===== config.mk =====
export PLATFORM = sky130hd
export DESIGN_NAME = sec_encoder_pipe
export DESIGN_NICKNAME = d
export VERILOG_FILES = /design/src/rtl/sec_encoder_pipe.sv
export SDC_FILE = /design/constraint.sdc
export NUM_CORES = 1
export LEC_CHECK = 0
export BUFFER_PORTS_ARGS = -buffer_cell sky130_fd_sc_hd__buf_2
export CORE_UTILIZATION = 34
export CTS_BUF_LIST = sky130_fd_sc_hd__clkbuf_8
export CTS_CLUSTER_SIZE = 30
export DETAILED_ROUTE_END_ITERATION = 10
export SLEW_MARGIN = 5
export SYNTH_ARGS = -nofsm -noshare
export SYNTH_HDL_FRONTEND = slang
export SYNTH_SLANG_ARGS = --single-unit

===== constraint.sdc =====
create_clock -name clk -period 14.6 [get_ports clk]
set_input_delay 0.73 -clock clk [delete_from_list [all_inputs] [get_ports clk]]
set_output_delay 0.73 -clock clk [all_outputs]
set_load 0.01 [all_outputs]

===== src/rtl/sec_encoder_pipe.sv =====
// rtl/sec_encoder_pipe.sv - (136,128) SEC Hamming encoder, 2-stage elastic pipeline
module sec_encoder_pipe #(
  parameter int CNT_W = 32
) (
  input  logic               clk,
  input  logic               rst,
  input  logic               in_valid,
  output logic               in_ready,
  input  logic [127:0]       in_message,
  output logic               out_valid,
  input  logic               out_ready,
  output logic [135:0]       out_codeword,
  input  logic               inj_arm,
  input  logic [135:0]       inj_mask,
  output logic               inj_busy,
  output logic [CNT_W-1:0]   word_count
);

  localparam logic [127:0] M7 = 128'h5555_5555_5555_5555_5555_5555_5555_5555;
  localparam logic [127:0] M6 = 128'h3333_3333_3333_3333_3333_3333_3333_3333;
  localparam logic [127:0] M5 = 128'h0F0F_0F0F_0F0F_0F0F_0F0F_0F0F_0F0F_0F0F;
  localparam logic [127:0] M4 = 128'hFF00_FF00_00FF_FF00_FF00_00FF_FF00_00FF;
  localparam logic [127:0] M3 = 128'hFF00_00FF_FF00_FF00_00FF_FF00_FF00_00FF;
  localparam logic [127:0] M2 = 128'h00FF_FF00_FF00_FF00_00FF_00FF_00FF_FF00;
  localparam logic [127:0] M1 = 128'h00FF_00FF_00FF_00FF_FF00_FF00_FF00_FF00;
  localparam logic [127:0] M0 = 128'h00FF_00FF_00FF_00FF_00FF_00FF_00FF_00FF;

  logic [7:0]   parity;
  logic         s1_valid;
  logic [127:0] s1_message;
  logic [7:0]   s1_parity;
  logic [135:0] inj_mask_q;
  logic         s2_adv;
  logic         s1_adv;
  logic         s1_to_s2;

  always_comb begin
    parity    = 8'h00;
    parity[7] = ^(in_message & M7);
    parity[6] = ^(in_message & M6);
    parity[5] = ^(in_message & M5);
    parity[4] = ^(in_message & M4);
    parity[3] = ^(in_message & M3);
    parity[2] = ^(in_message & M2);
    parity[1] = ^(in_message & M1);
    parity[0] = ^(in_message & M0);
  end

  // Each stage moves when it is empty or its successor is moving.
  assign s2_adv   = !out_valid || out_ready;
  assign s1_adv   = !s1_valid || s2_adv;
  assign in_ready = s1_adv;
  assign s1_to_s2 = s1_valid && s2_adv;

  always_ff @(posedge clk or posedge rst) begin
    if (rst) begin
      s1_valid   <= 1'b0;
      s1_message <= '0;
      s1_parity  <= '0;
    end else if (s1_adv) begin
      s1_valid <= in_valid;
      if (in_valid) begin
        s1_message <= in_message;
        s1_parity  <= parity;
      end
    end
  end

  always_ff @(posedge clk or posedge rst) begin
    if (rst) begin
      out_valid    <= 1'b0;
      out_codeword <= '0;
    end else if (s2_adv) begin
      out_valid <= s1_valid;
      if (s1_valid) begin
        out_codeword <= {s1_message, s1_parity} ^ (inj_busy ? inj_mask_q : 136'h0);
      end
    end
  end

  // An arm pulse coinciding with a transfer only latches for the following word.
  always_ff @(posedge clk or posedge rst) begin
    if (rst) begin
      inj_busy   <= 1'b0;
      inj_mask_q <= '0;
    end else if (inj_busy) begin
      if (s1_to_s2) begin
        inj_busy <= 1'b0;
      end
    end else if (inj_arm) begin
      inj_busy   <= 1'b1;
      inj_mask_q <= inj_mask;
    end
  end

  always_ff @(posedge clk or posedge rst) begin
    if (rst) begin
      word_count <= '0;
    end else if (out_valid && out_ready) begin
      word_count <= word_count + CNT_W'(1);
    end
  end

endmodule


==> results.yml, run 1 <==
drt:
  ant_nets: 0
  drcViolationCount: 0
  vias: 13700
  drt-total-wl_um: 57500
  via_per_inst: 4.62
  first_pass_iters: 4
  drtIter0Drc: 549
  avgRoutedWirePerCell_um: 19.3
clock_network:
  clock_path_buffers: 3
  cts-htree-levels: 3
  cts_root_buffer: "clkbuf_8"
  cts_buffers: 80
  clk_latency_ns: 0.66
  cts_sinks: 443
  cts_tree: "built"
  ctsHoldBuffers: 0
  post_cts_resize_count: 0
  clk_pin_slew_ns: 0.06
  cts_setup_buffers: 0
pwr:
  cellPowerDensity_nw_per_um2: 175
  power_frac_seq: 0.413
  power_switching_uw: 1420
  peakVddDrop_mv: 0.0992
  power.internal_uw: 2940
  p_clk_frac: 0.289
  pwr-share-comb: 0.298
  p_leak_uw: 0.0114
  p_sw_frac: 0.326
logic_synthesis:
  async_flop_share: 1.00
  ys_warn_count: 0
  synthAdderAreaFrac: 0.000620
  syn_inst: 1684
  synth.top_cell.area_share: 0.549
  postSynthAreaPerCell_um2: 12.0
  muxShareOfSynthArea: 0.148
  syn_nets: 1954
  synthTopCellsByCount: "443 x dfrtp_1, 292 x nand2_1, 266 x mux2_2"
  synthXorXnorAreaFrac: 0.184
  yosys.area.top_type: "dfrtp_1"
  synth_top_family_by_area: "XOR/XNOR gates"
  yosysSeqAreaShare: 0.549
  ys.flop_type: "dfrtp_1"
  synth-edff-count: 0
  synth.most_common_cell: "dfrtp_1"
  synth_cell_types: 26
  yosys.area_share.simple: 0.0678
  netlist_top_cells_area: "dfrtp_1 55%, mux2_2 15%, xnor2_1 9.5%"
  syn-cell-area_um2: 20200
  synth_compound_area_frac: 0.0358
  synth-seq-cells: 443
setup_path:
  cp-start-kind: "flip-flop"
  path_class: "reg2reg"
  arrival_ns: 4.53
  rrSetupSlack_ns: 10.58
  endpoint_kind: "flip-flop"
  path_cells: "nor2b_4, buf_4, buf_4, mux2_2"
  path_buf_inv: 2
  r2r_cells: 4
  startpoint: "inj_busy"
  cpPeakStageDelay_ns: 0.88
  cp_top_family: "buffers and inverters"
  required_ns: 15.11
  regToRegStartpoint: "inj_busy"
  cp_common_cell: "buf_4"
  path_max_fanout: 62
  r2r-end: "inj_mask_q[40]"
  slowest_stage: "nor2b_4"
die:
  die_w_um: 246
  ios: 440
  core_um2: 58200
  die_area_um2: 60400
  start_util: 0.347
  die_h_um: 246
  rows: 88
timing:
  rsz0062_at_grt: "false"
  finClkSkew_ns: 0.0325
  timing.final.hold_violations: 0
  setup_violations: 0
  min_period_over_period: 0.275
  fmax_mhz: 249
  finalSetupTns_ns: 0
  worstMarginPinSlew_ns: 1.06
  fin_crit_ns: 4.02
  slew_headroom: 0.294
  report.final.slew_viol_count: 0
placed_design:
  port_buffers: 439
  dpl.hpwl_um: 41500
  placed_cell_area_um2: 23200
  routabilityCongestion: 0.826
  place_inst: 2824
global_route:
  grt.total_usage: 0.192
  grt_pass1_wl_um: 87300
  grt_pass1_vias: 14400
  grt-ovfl-total: 0
  grtUsageMet2: 0.320
  antenna_found_initial: 11
  grtUsageMet3: 0.0633
  use_met1: 0.238
  grt_max_degree: 131
  busiest_layer: "met2"
final_layout:
  stdcell_area_um2: 24900
  nets: 2411
  drive_above_1_share: 0.383
  area_growth_pct: 23.5
  final_cells: 2973
status:
  outcome: "finished clean"
job:
  cap_violations: 0
hold_path:
  hold_class: "in2async"
logic make-up (layout without fill, tap and decap cells):
| family | count (synthesis) | after routing |
|---|---|---|
| buf+inv | 80 | 598 |
| simple gates | 343 | 343 |
| compound gates | 144 | 144 |
| fa+ha+maj | 1 | 1 |
| other cells | 0 | 6 |
| xor+xnor | 407 | 407 |
| mux | 266 | 266 |
| flops | 443 | 443 |
layout make-up:
class,count,area (um2)
antenna,6,15.0
timing repair buffer,451,2290
sequential,443,11100
clock buffer,103,1420
fill,5583,33300
multi-input combinational,1161,8830
tap,765,957
clock inverter,40,312
inverter,4,22.5
how the worst max path moves through the flow:
stage	end	slack [ns]	cells after the start
after floorplan	inj_busy	1.53	1
final	inj_mask_q[40]	10.58	4
after global routing	inj_mask_q[40]	10.34	4
after CTS	inj_mask_q[40]	10.51	4
after global placement	inj_mask_q[61]	10.44	5
after detailed placement	s1_message[49]	10.36	5
layer usage:
metal  wire, um  share of wire  up-vias
met3       4080          0.071       93
met1      24100           0.42     6784
met4       1080          0.019       12
met5         80         0.0014        -
met2      28100           0.49      357
li1           -              -     6478
metrics by stage:
step | setup slack, ns | utilization | hold slack [ns] | total power (uW)
floorplan | 1.53 | - | 0.457 | 2660
global placement | 10.44 | 0.398 | 0.459 | 3110
detailed placement | 10.36 | 0.398 | 0.467 | 3150
CTS | 10.51 | 0.428 | 0.226 | 4440
global route | 10.34 | 0.428 | 0.232 | 4650
finish | 10.58 | 0.428 | 0.284 | 4360
flip-flops by register name (all words and copies together) (netlist names):
register	cells
out_valid	1
s1_message	128
inj_mask_q	136
out_codeword	136
s1_parity	8
word_count	32
inj_busy	1
s1_valid	1
power groups by stage:
stage | clock (uW) | combinational, uW | sequential, uW
after floorplan | 0 | 831 | 1830
after global placement | 0 | 1310 | 1810
after detailed placement | 0 | 1330 | 1820
after CTS | 1300 | 1340 | 1800
after global routing | 1360 | 1440 | 1850
final | 1260 | 1300 | 1800
layout by cell type (no fill, tap or decap), drive strengths merged:
cell	count
clkinv	8
a21o	1
xor2	178
and2	3
clkbuf	103
nor3	1
xnor2	219
nand4	4
clkinvlp	3
buf	451
ha	1
bufinv	5
nand2	292
dfrtp	443
or2	1
xnor3	9
o21ai	143
nand3b	2
nor2b	1
nor2	13
nor4	1
and4	1
mux2	266
nand2b	4
inv	28
xor3	1
diode	6
nand3	14
and3	6
(Power assumes the default switching activity.)
==> inputs of run 2 (changes only) <==
==> constraint.sdc (replaced) <==
create_clock -name clk -period 4 [get_ports clk]
set_input_delay 0.2 -clock clk [delete_from_list [all_inputs] [get_ports clk]]
set_output_delay 0.2 -clock clk [all_outputs]
set_load 0.01 [all_outputs]
==> run 2 against run 1 <==
Compared with the run above:
- die area unchanged
- sequential power rose to 3.6 times the previous value
- routed wire length up 6.7%
- first-iteration DRC count up 10%
- cell count up 9.0%
- final area up 11%
- via count up 8.4%
- combinational power rose to 3.9 times the previous value
- global-route usage up 1.4 points
- largest cell class unchanged
==> results.yml, run 2 (synthesized netlist as in run 1, its figures left out) <==
timing:
  report.final.slew_viol_count: 0
  fmax_mhz: 428
  rsz0062_at_grt: "false"
  setup_violations: 0
  fin_crit_ns: 2.34
  finClkSkew_ns: 0.0276
  timing.final.hold_violations: 0
  slew_headroom: 0.388
  whs_ns: 0.269
  worstMarginPinSlew_ns: 0.915
  min_period_over_period: 0.584
  finalSetupTns_ns: 0
final_layout:
  layout_common_cells: "442 x dfrtp_1, 439 x buf_2, 290 x nand2_1"
  largestRegisters: "inj_mask_q: 136 flops, out_codeword: 136 flops, s1_message: 128 flops"
  multi_input_area_um2: 8830
  fill_cells: 5239
  area_growth_pct: 37.0
  seq_area_um2: 11100
  drive_above_1_share: 0.341
  mostFrequentLayoutCell: "dfrtp_1"
  final_cells: 3240
  nets: 2684
  stdcell_area_um2: 27700
pwr:
  p_clk_frac: 0.273
  pwr-share-comb: 0.319
  peakVddDrop_mv: 0.386
  cellPowerDensity_nw_per_um2: 581
  p_sw_frac: 0.332
  power_switching_uw: 5330
  p_leak_uw: 0.0126
  power_frac_seq: 0.408
  power.internal_uw: 10700
drt:
  vias: 14900
  ant_nets: 0
  via_per_inst: 4.59
  first_pass_iters: 5
  drt-total-wl_um: 61400
  avgRoutedWirePerCell_um: 18.9
  drcViolationCount: 0
  drtIter0Drc: 606
global_route:
  grt-ovfl-total: 0
  use_met1: 0.258
  grt_max_degree: 103
  antenna_found_initial: 5
  busiest_layer: "met2"
  grt_pass1_vias: 15900
  grt_pass1_wl_um: 94200
  grt.total_usage: 0.206
  grtUsageMet3: 0.0495
  grtUsageMet2: 0.346
clock_network:
  clock_path_buffers: 3
  clk_pin_slew_ns: 0.06
  cts_buffers: 83
  cts_setup_buffers: 0
  cts_root_buffer: "clkbuf_8"
  cts_sinks: 443
  clk_latency_ns: 0.65
  cts-htree-levels: 3
  cts_tree: "built"
setup_path:
  cpPeakStageDelay_ns: 0.62
  endpoint_kind: "flip-flop"
  cp.depth: 8
  path_cells: "dlygate4sd3_1, buf_2, xor2_1, xnor2_1, xor3_1, xnor3_1, xnor3_1, o21ai_0"
  cp_common_cell: "xnor3_1"
  required_ns: 4.56
  r2r_cells: 3
  path_class: "in2reg"
  path_buf_inv: 2
  slowest_stage: "xor3_1"
  rrSetupSlack_ns: 1.83
  cp-start-kind: "primary input"
  arrival_ns: 2.90
  path_max_fanout: 3
  cp_top_family: "XOR/XNOR gates"
placed_design:
  placed_cell_area_um2: 23300
  port_buffers: 439
  place_inst: 2827
  dpl.hpwl_um: 42100
  routabilityCongestion: 0.843
die:
  die_w_um: 246
  core_um2: 58200
  start_util: 0.347
  rows: 88
  die_h_um: 246
  die_area_um2: 60400
  ios: 440
hold_path:
  hold_depth: 4
  hold_class: "in2reg"
status:
  outcome: "finished clean"
job:
  cap_violations: 0
-- run 2: cell types whose count changed in the layout (fill, tap and decap cells not counted), moves of 2 or more --
| cell | previous run | this run |
|---|---|---|
| buf_12 | 0 | 11 |
| buf_4 | 12 | 4 |
| bufinv_16 | 5 | 1 |
| clkbuf_8 | 103 | 107 |
| clkinv_2 | 7 | 5 |
| diode_2 | 6 | 4 |
| dlygate4sd3_1 | 0 | 267 |
| inv_1 | 26 | 29 |
-- run 2: final timing paths --
kind / from / to
min in group asynchronous: rst / inj_mask_q[134]
setup reg to reg: inj_busy / inj_mask_q[94]
hold / removal: inj_arm / inj_mask_q[26]
max in group asynchronous: rst / s1_message[40]
setup / recovery: in_message[44] / s1_parity[6]
hold reg to reg: word_count[31] / word_count[31]
-- run 2: worst register-to-register path, delay by kind of cell (launching register included) --
| kind | cells | cell delay (ns) |
|---|---|---|
| flops | 1 | 0.74 |
| mux | 1 | 0.59 |
| buf+inv | 1 | 0.37 |
| simple gates | 1 | 0.35 |
-- run 2: repair_timing --
item,in CTS,in global routing
hold endpoints to repair,294,0
hold buffers,267,0
resized for setup,0,0
-- run 2: area by class of cell --
type                       instances  share of cell area
sequential                       443               0.401
multi-input combinational       1161               0.319
timing repair buffer             721               0.185
clock buffer                     107              0.0532
tap                              765              0.0346
clock inverter                    35             0.00637
inverter                           4            0.000678
antenna                            4            0.000362
-- run 2: per-layer routing --
metal	up-vias	wire length (um)
met1	7313	26000
met5	-	8
li1	7016	-
met4	2	1830
met2	430	30100
met3	122	3450
-- run 2: power by group through the flow --
stage / combinational (uW) / clock [uW] / sequential, uW
global placement: 4890 / 0 / 6570
detailed placement: 4980 / 0 / 6630
CTS: 5200 / 4540 / 6560
finish: 5130 / 4390 / 6560
floorplan: 3030 / 0 / 6700
global route: 5630 / 4740 / 6730
-- run 2: stage by stage --
stage                util  setup WS, ns  power, uW
floorplan               -         -2.19       9730
global placement    0.401          1.53      11500
detailed placement  0.401          1.51      11600
CTS                 0.475          1.70      16300
global route        0.475          1.60      17100
finish              0.475          1.66      16100
